[config.mk]
export PLATFORM = sky130hd
export DESIGN_NAME = pipelined_ripple_adder
export DESIGN_NICKNAME = d
export VERILOG_FILES = /design/src/rtl/rca_pkg.sv /design/src/rtl/adder_slice.sv /design/src/rtl/full_adder.sv /design/src/rtl/pipelined_ripple_adder.sv
export SDC_FILE = /design/constraint.sdc
export NUM_CORES = 1
export LEC_CHECK = 0
export CORE_AREA = 5 5 94 96
export CTS_CLUSTER_SIZE = 20
export DETAILED_ROUTE_END_ITERATION = 10
export DIE_AREA = 0 0 99 101
export GPL_TIMING_DRIVEN = 0
export PLACE_DENSITY = 0.75
export SYNTH_ARGS = -nofsm -noshare
export SYNTH_HDL_FRONTEND = slang
export SYNTH_HIERARCHICAL = 1
export SYNTH_SLANG_ARGS = --single-unit
[constraint.sdc]
create_clock -name clk -period 2.9 [get_ports clk]
set_clock_uncertainty 0.15 [all_clocks]
set_input_delay 0.58 -clock clk [delete_from_list [all_inputs] [get_ports clk]]
set_output_delay 0.58 -clock clk [all_outputs]
set_load 0.02 [all_outputs]
[src/rtl/rca_pkg.sv]
// Shared types for the pipelined ripple adder: operation encoding, slice width
// helper and the per-stage payload carried down the pipeline.
package rca_pkg;

  // Widest operand the stage payload can carry; NUMBITS must not exceed it.
  localparam int MAX_BITS = 64;

  typedef enum logic {
    OP_ADD = 1'b0,
    OP_SUB = 1'b1
  } op_e;

  typedef struct packed {
    logic                valid;
    logic                carry;   // carry into the next slice to be added
    logic                ovf;     // carry-into-MSB xor carry-out of the slice just added
    logic [MAX_BITS-1:0] res;     // result slices computed so far
    logic [MAX_BITS-1:0] a;       // operand A, slices still to be added
    logic [MAX_BITS-1:0] b;       // operand B' (already inverted for subtract)
  } stage_t;

  function automatic int chunk_width(input int numbits, input int stages);
    return numbits / stages;
  endfunction

endpackage

[src/rtl/adder_slice.sv]
// Combinational W-bit ripple chain of full_adder cells; also exposes the carry
// into its most significant bit for signed-overflow detection.
module adder_slice #(
  parameter int W = 4
) (
  input  logic [W-1:0] a,
  input  logic [W-1:0] b,
  input  logic         cin,
  output logic [W-1:0] s,
  output logic         cout,
  output logic         c_msb
);

  logic [W:0] c;

  assign c[0] = cin;

  for (genvar i = 0; i < W; i++) begin : g_bit
    full_adder u_fa (
      .a    (a[i]),
      .b    (b[i]),
      .cin  (c[i]),
      .s    (s[i]),
      .cout (c[i+1])
    );
  end

  assign cout  = c[W];
  assign c_msb = c[W-1];

endmodule

[src/rtl/full_adder.sv]
// Single-bit full adder cell used to build the ripple chains.
module full_adder (
  input  logic a,
  input  logic b,
  input  logic cin,
  output logic s,
  output logic cout
);

  assign s    = a ^ b ^ cin;
  assign cout = (a & b) | (cin & (a ^ b));

endmodule

[src/rtl/pipelined_ripple_adder.sv]
// NUMBITS-wide add/subtract split into STAGES registered ripple slices with
// valid/ready on both sides. Define PIPELINED_RIPPLE_ADDER_OVERFLOW_EN for the overflow output.
module pipelined_ripple_adder
  import rca_pkg::*;
#(
  parameter int NUMBITS = 16,
  parameter int STAGES  = 4
) (
  input  logic               clk,
  input  logic               rst_n,
  input  logic               in_valid,
  output logic               in_ready,
  input  logic [NUMBITS-1:0] A,
  input  logic [NUMBITS-1:0] B,
  input  logic               carryin,
  input  logic               sub,
  output logic               out_valid,
  input  logic               out_ready,
  output logic [NUMBITS-1:0] result,
  output logic               carryout
`ifdef PIPELINED_RIPPLE_ADDER_OVERFLOW_EN
  ,
  output logic               overflow
`endif
);

  localparam int CHUNK = chunk_width(NUMBITS, STAGES);

  // Handshake: a beat enters stage 0 on an edge where in_valid && in_ready and leaves
  // the last stage where out_valid && out_ready. Every stage, bubbles included, moves
  // only when advance = !out_valid || out_ready; otherwise all registers hold.
  logic   advance;
  op_e    op;
  stage_t entry;
  stage_t final_stage;

  assign advance  = !final_stage.valid || out_ready;
  assign in_ready = advance;

  always_comb begin
    op                   = sub ? OP_SUB : OP_ADD;
    entry                = '0;
    entry.valid          = in_valid;
    entry.a[NUMBITS-1:0] = A;
    entry.b[NUMBITS-1:0] = (op == OP_SUB) ? ~B : B;
    entry.carry          = (op == OP_SUB) ? 1'b1 : carryin;
  end

  for (genvar k = 0; k < STAGES; k++) begin : g_stage
    stage_t           stage_in;
    stage_t           stage_d;
    stage_t           stage_q;
    logic [CHUNK-1:0] sum;
    logic             cout;
    logic             c_msb;

    if (k == 0) begin : g_first
      assign stage_in = entry;
    end else begin : g_next
      assign stage_in = g_stage[k-1].stage_q;
    end

    adder_slice #(.W(CHUNK)) u_slice (
      .a     (stage_in.a[k*CHUNK +: CHUNK]),
      .b     (stage_in.b[k*CHUNK +: CHUNK]),
      .cin   (stage_in.carry),
      .s     (sum),
      .cout  (cout),
      .c_msb (c_msb)
    );

    always_comb begin
      stage_d                        = stage_in;
      stage_d.res[k*CHUNK +: CHUNK]  = sum;
      stage_d.carry                  = cout;
`ifdef PIPELINED_RIPPLE_ADDER_OVERFLOW_EN
      stage_d.ovf                    = c_msb ^ cout;
`else
      stage_d.ovf                    = 1'b0;
`endif
    end

`ifndef PIPELINED_RIPPLE_ADDER_OVERFLOW_EN
    logic unused_c_msb;
    assign unused_c_msb = c_msb;
`endif

    always_ff @(posedge clk or negedge rst_n) begin
      if (!rst_n) begin
        stage_q <= '0;
      end else if (advance) begin
        stage_q <= stage_d;
      end
    end
  end

  assign final_stage = g_stage[STAGES-1].stage_q;

  assign out_valid = final_stage.valid;
  assign result    = final_stage.res[NUMBITS-1:0];
  assign carryout  = final_stage.carry;
`ifdef PIPELINED_RIPPLE_ADDER_OVERFLOW_EN
  assign overflow  = final_stage.ovf;
`endif

  // Operand copies and upper payload bits are dead once the last slice is added.
  logic unused_final;
  assign unused_final = ^{final_stage.a, final_stage.b, final_stage.res, final_stage.ovf};

endmodule

== Word-level counts from Yosys, hierarchy flattened ==
Index checks and enable logic that the tools add are counted.

* Logic and storage cells: 104
* Flip-flop bits (word level): 144
* Input bits: 38
* Output and inout bits: 19

* Multiplexer cells: 3
* Bitwise gates (word level): 81
* Reductions and logical operators: 2

{| class="wikitable"
|+ Operator list
! kind !! count
|-
| $and 1x1->1 || 32
|-
| $xor 1x1->1 || 32
|-
| $mux 16 || 1
|-
| $not 16->16 || 1
|-
| $or 1x1->1 || 16
|-
| $mux 1 || 2
|-
| $logic_not 1->1 || 1
|-
| $logic_or 1x1->1 || 1
|}

== Logic depth before layout (Yosys ltp) ==
* Depth in word-level cells: 11
* Depth in mapped cells: 8
* Gate-level depth less buffers: 6

== Hierarchy ==
The synthesis kept the hierarchy.

{| class="wikitable"
|+ By module, submodules not included
! module !! cells each !! seq. area each (µm²) !! instances !! area an instance (µm²)
|-
| pipelined_ripple_adder || 223 || 2,402.3 || 1 || 3,842.4
|-
| full_adder || 1 || 0.0 || 16 || 20.0
|}

== Worst setup path before layout ==
No wires, ideal clock.

* Kind: input to register
* Start: in sub
* End: reg g_stage[0].stage_q[131] in the netlist's numbering
* Library setup time: 0.125 ns
* Stages on the path: 8
* Path buffers: 2
* Data required time: 2.625 ns
* Data arrival time: 3.043 ns
* Slack: -0.418 ns
* Path through: buf_2 -> buf_4 -> or2_2 -> fa_1 -> fa_1 -> fa_1 -> fa_1 -> mux2_2

{| class="wikitable"
|+ RTL lines
! element !! line !! source
|-
| from (decl) || pipelined_ripple_adder.sv:16 || <nowiki>input logic sub,</nowiki>
|-
| to (signal assigned) || pipelined_ripple_adder.sv:92 || <nowiki>stage_q <= stage_d;</nowiki>
|-
| to (decl) || pipelined_ripple_adder.sv:52 || <nowiki>stage_t stage_q;</nowiki>
|}

==> results_dict.tcl <==
set metrics [dict create \
    portBuffers 55 \
    cts-htree-levels 3 \
    grt_first_pass_wirelength_um 11950 \
    cts_tree "built" \
    yosys-top-cells-area "dfrtp_1 58%, mux2_2 18%, mux2_4 10%, fa_1 7.7%, xor2_1 3.4%" \
    setup_ws_ps 101.2 \
    first_global_vias 2334 \
    clockRootBuffer "clkbuf_8" \
    n_antenna_cell 0 \
    netlist_area_mm2 0.004163 \
    synth_nets 293 \
    cts_setup_buffers 0 \
    dp_hpwl_um 4955 \
    ant_nets 0 \
    grt_usage 0.1555 \
    grt-ovfl-total 0 \
    min_period_ps 2799 \
    clk-insertion-delay-late_ps 350 \
    holdCritPathClass "input port to async pin" \
    grt_max_degree 59 \
    r2r-start "g_stage[2].stage_q[76]" \
    worstMarginPinSlew_ps 514.2 \
    path_common_cell "fa_2" \
    fillCellCount 580 \
    critical_path_required_ps 2990 \
    yosysWarnings 6 \
    setup_violations 0 \
    cp.arrival_ps 2890 \
    drt_wl_total_um 6983 \
    avgSynthCellArea_um2 17.42 \
    synth_top_cell_area_share 0.5771 \
    final_common_cell "dfrtp_1" \
    area_growth_pct 22.27 \
    yosysTopAreaCell "dfrtp_1" \
    crit_type "input port to register" \
    dieArea_mm2 0.009999 \
    peakVddDrop_uv 520.4 \
    status "finished, final reports clean" \
    gp_congestion 0.6992 \
    ys_types 11 \
    start_kind "input port" \
    drt_pass1_iterations 4 \
    ys_seq_area_frac 0.5771 \
    initial_utilization 0.5224 \
    hold_viol_final 0 \
    max_freq_ghz 0.3573 \
    antenna_found_initial 0 \
    rsz0062_at_grt "false" \
    worstSetupEndpointType "register" \
    cp_max_fo 17 \
    die_x_um 99 \
    layout-drive-gt1-share 0.4226 \
    slowest_delay_ps 460 \
    io_pins 57 \
    fin_nets 359 \
    drtIter0Drc 37 \
    via_count 2093 \
    fin_crit_sh 0.9651 \
    fp.dieH_um 101 \
    cts_num_sinks 96 \
    slowest_stage "fa_2" \
    cap_viol_max_count 0 \
    cts_buffer_depth 2 \
    synth-seq-cells 96 \
    powerDensity_mw_per_mm2 1019 \
    timing.setup.tns_ps 0 \
    core-area_mm2 0.007969 \
    place_inst 400 \
    cts_buffers 9 \
    wl_per_cell_um 16.83 \
    fin_hold_ws_ps 37.25 \
    relSlewSlack 0.6572 \
    layout_common_cells "96 x dfrtp_1, 65 x mux2_2, 50 x clkdlybuf4s50_1" \
    startpoint "sub" \
    syn_inst 239 \
    dp_slack_ps -325.9 \
    drc 0 \
    fin_cells 415 \
    rows 33 \
    drv_slew 0 \
    crit_chain "buf_12 -> or2_4 -> fa_2 -> fa_2 -> fa_2 -> fa_2 -> mux2_4" \
    final_core_util 0.6387 \
    p_leak_nw 2.252 \
    clkTransAtPathRegs_ps 90 \
    viasPerCell 5.043 \
]
[layout make-up]
type / instances / area, µm² / area share
clock buffer: 9 / 123.9 / 0.02434
multi-input combinational: 130 / 1682 / 0.3304
clock inverter: 7 / 62.56 / 0.01229
sequential: 96 / 2402 / 0.4720
timing repair buffer: 56 / 581.8 / 0.1143
tap: 105 / 131.4 / 0.02581
buffer: 12 / 106.4 / 0.02089
[worst max-delay path: cells and delay by family]
kind | cells | cell delay [ps]
adder cells (fa/ha/maj) | 4 | 1660
multiplexers | 1 | 260
AND/OR/NAND/NOR | 1 | 240
buffers and inverters | 1 | 140
[routing by layer]
layer / track usage / wire length (µm)
met5: 0 / 0
met4: 0.03466 / 72
met3: 0.04775 / 299
met2: 0.2474 / 3466
met1: 0.2120 / 3145
[cells by family (layout without fill, tap and decap cells)]
| family | count (synthesis) | in the layout | share of synthesized area |
|---|---|---|---|
| mux | 95 | 95 | 0.2822 |
| xor+xnor | 16 | 16 | 0.03366 |
| fa+ha+maj | 16 | 16 | 0.07695 |
| flops | 96 | 96 | 0.5771 |
| simple gates | 3 | 3 | 0.006313 |
| buf+inv | 13 | 84 | 0.02374 |
[synth_stat cells, drive strengths merged]
cell,number
dfrtp,96
mux2,95
fa,16
xor2,16
buf,13
nand2b,2
or2,1
[sequential cells by signal, summed over array words and instances (netlist names)]
signal / count
g_stage.stage_q: 78
result: 16
carryout: 1
out_valid: 1
[worst paths after layout]
path                       slack, ps                      end  cells after the start
min in group clk                 320                out_valid                      1
max in group asynchronous       1900    g_stage[1].stage_q[8]                      2
max                              100  g_stage[0].stage_q[131]                      7
min                               40   g_stage[0].stage_q[74]                      1
max reg2reg                      260               result[15]                      5
min reg2reg                      320                out_valid                      1
[through the flow]
stage	total power, mW	cell area, µm²
2_1_floorplan	3.700	4202
3_3_place_gp	4.313	4883
3_5_place_dp	4.413	4908
4_1_cts	5.264	5094
5_1_grt	5.547	5090
6_report	5.186	5090
[where the power goes]
group | switching, mW | total (mW) | leakage [nW] | internal, mW
logic | 0.779 | 2.05 | 1.04 | 1.27
clock network | 0.443 | 0.834 | 0.0985 | 0.391
registers | 0.357 | 2.30 | 1.12 | 1.95
total | 1.58 | 5.19 | 2.25 | 3.61
[timing repair]
action	4_1_cts	5_1_grt
pin swaps	0	5
setup endpoints to repair	1	1
gates resized for setup	1	4
hold buffers	0	0
Note: power is estimated with default switching activity, not from simulation.
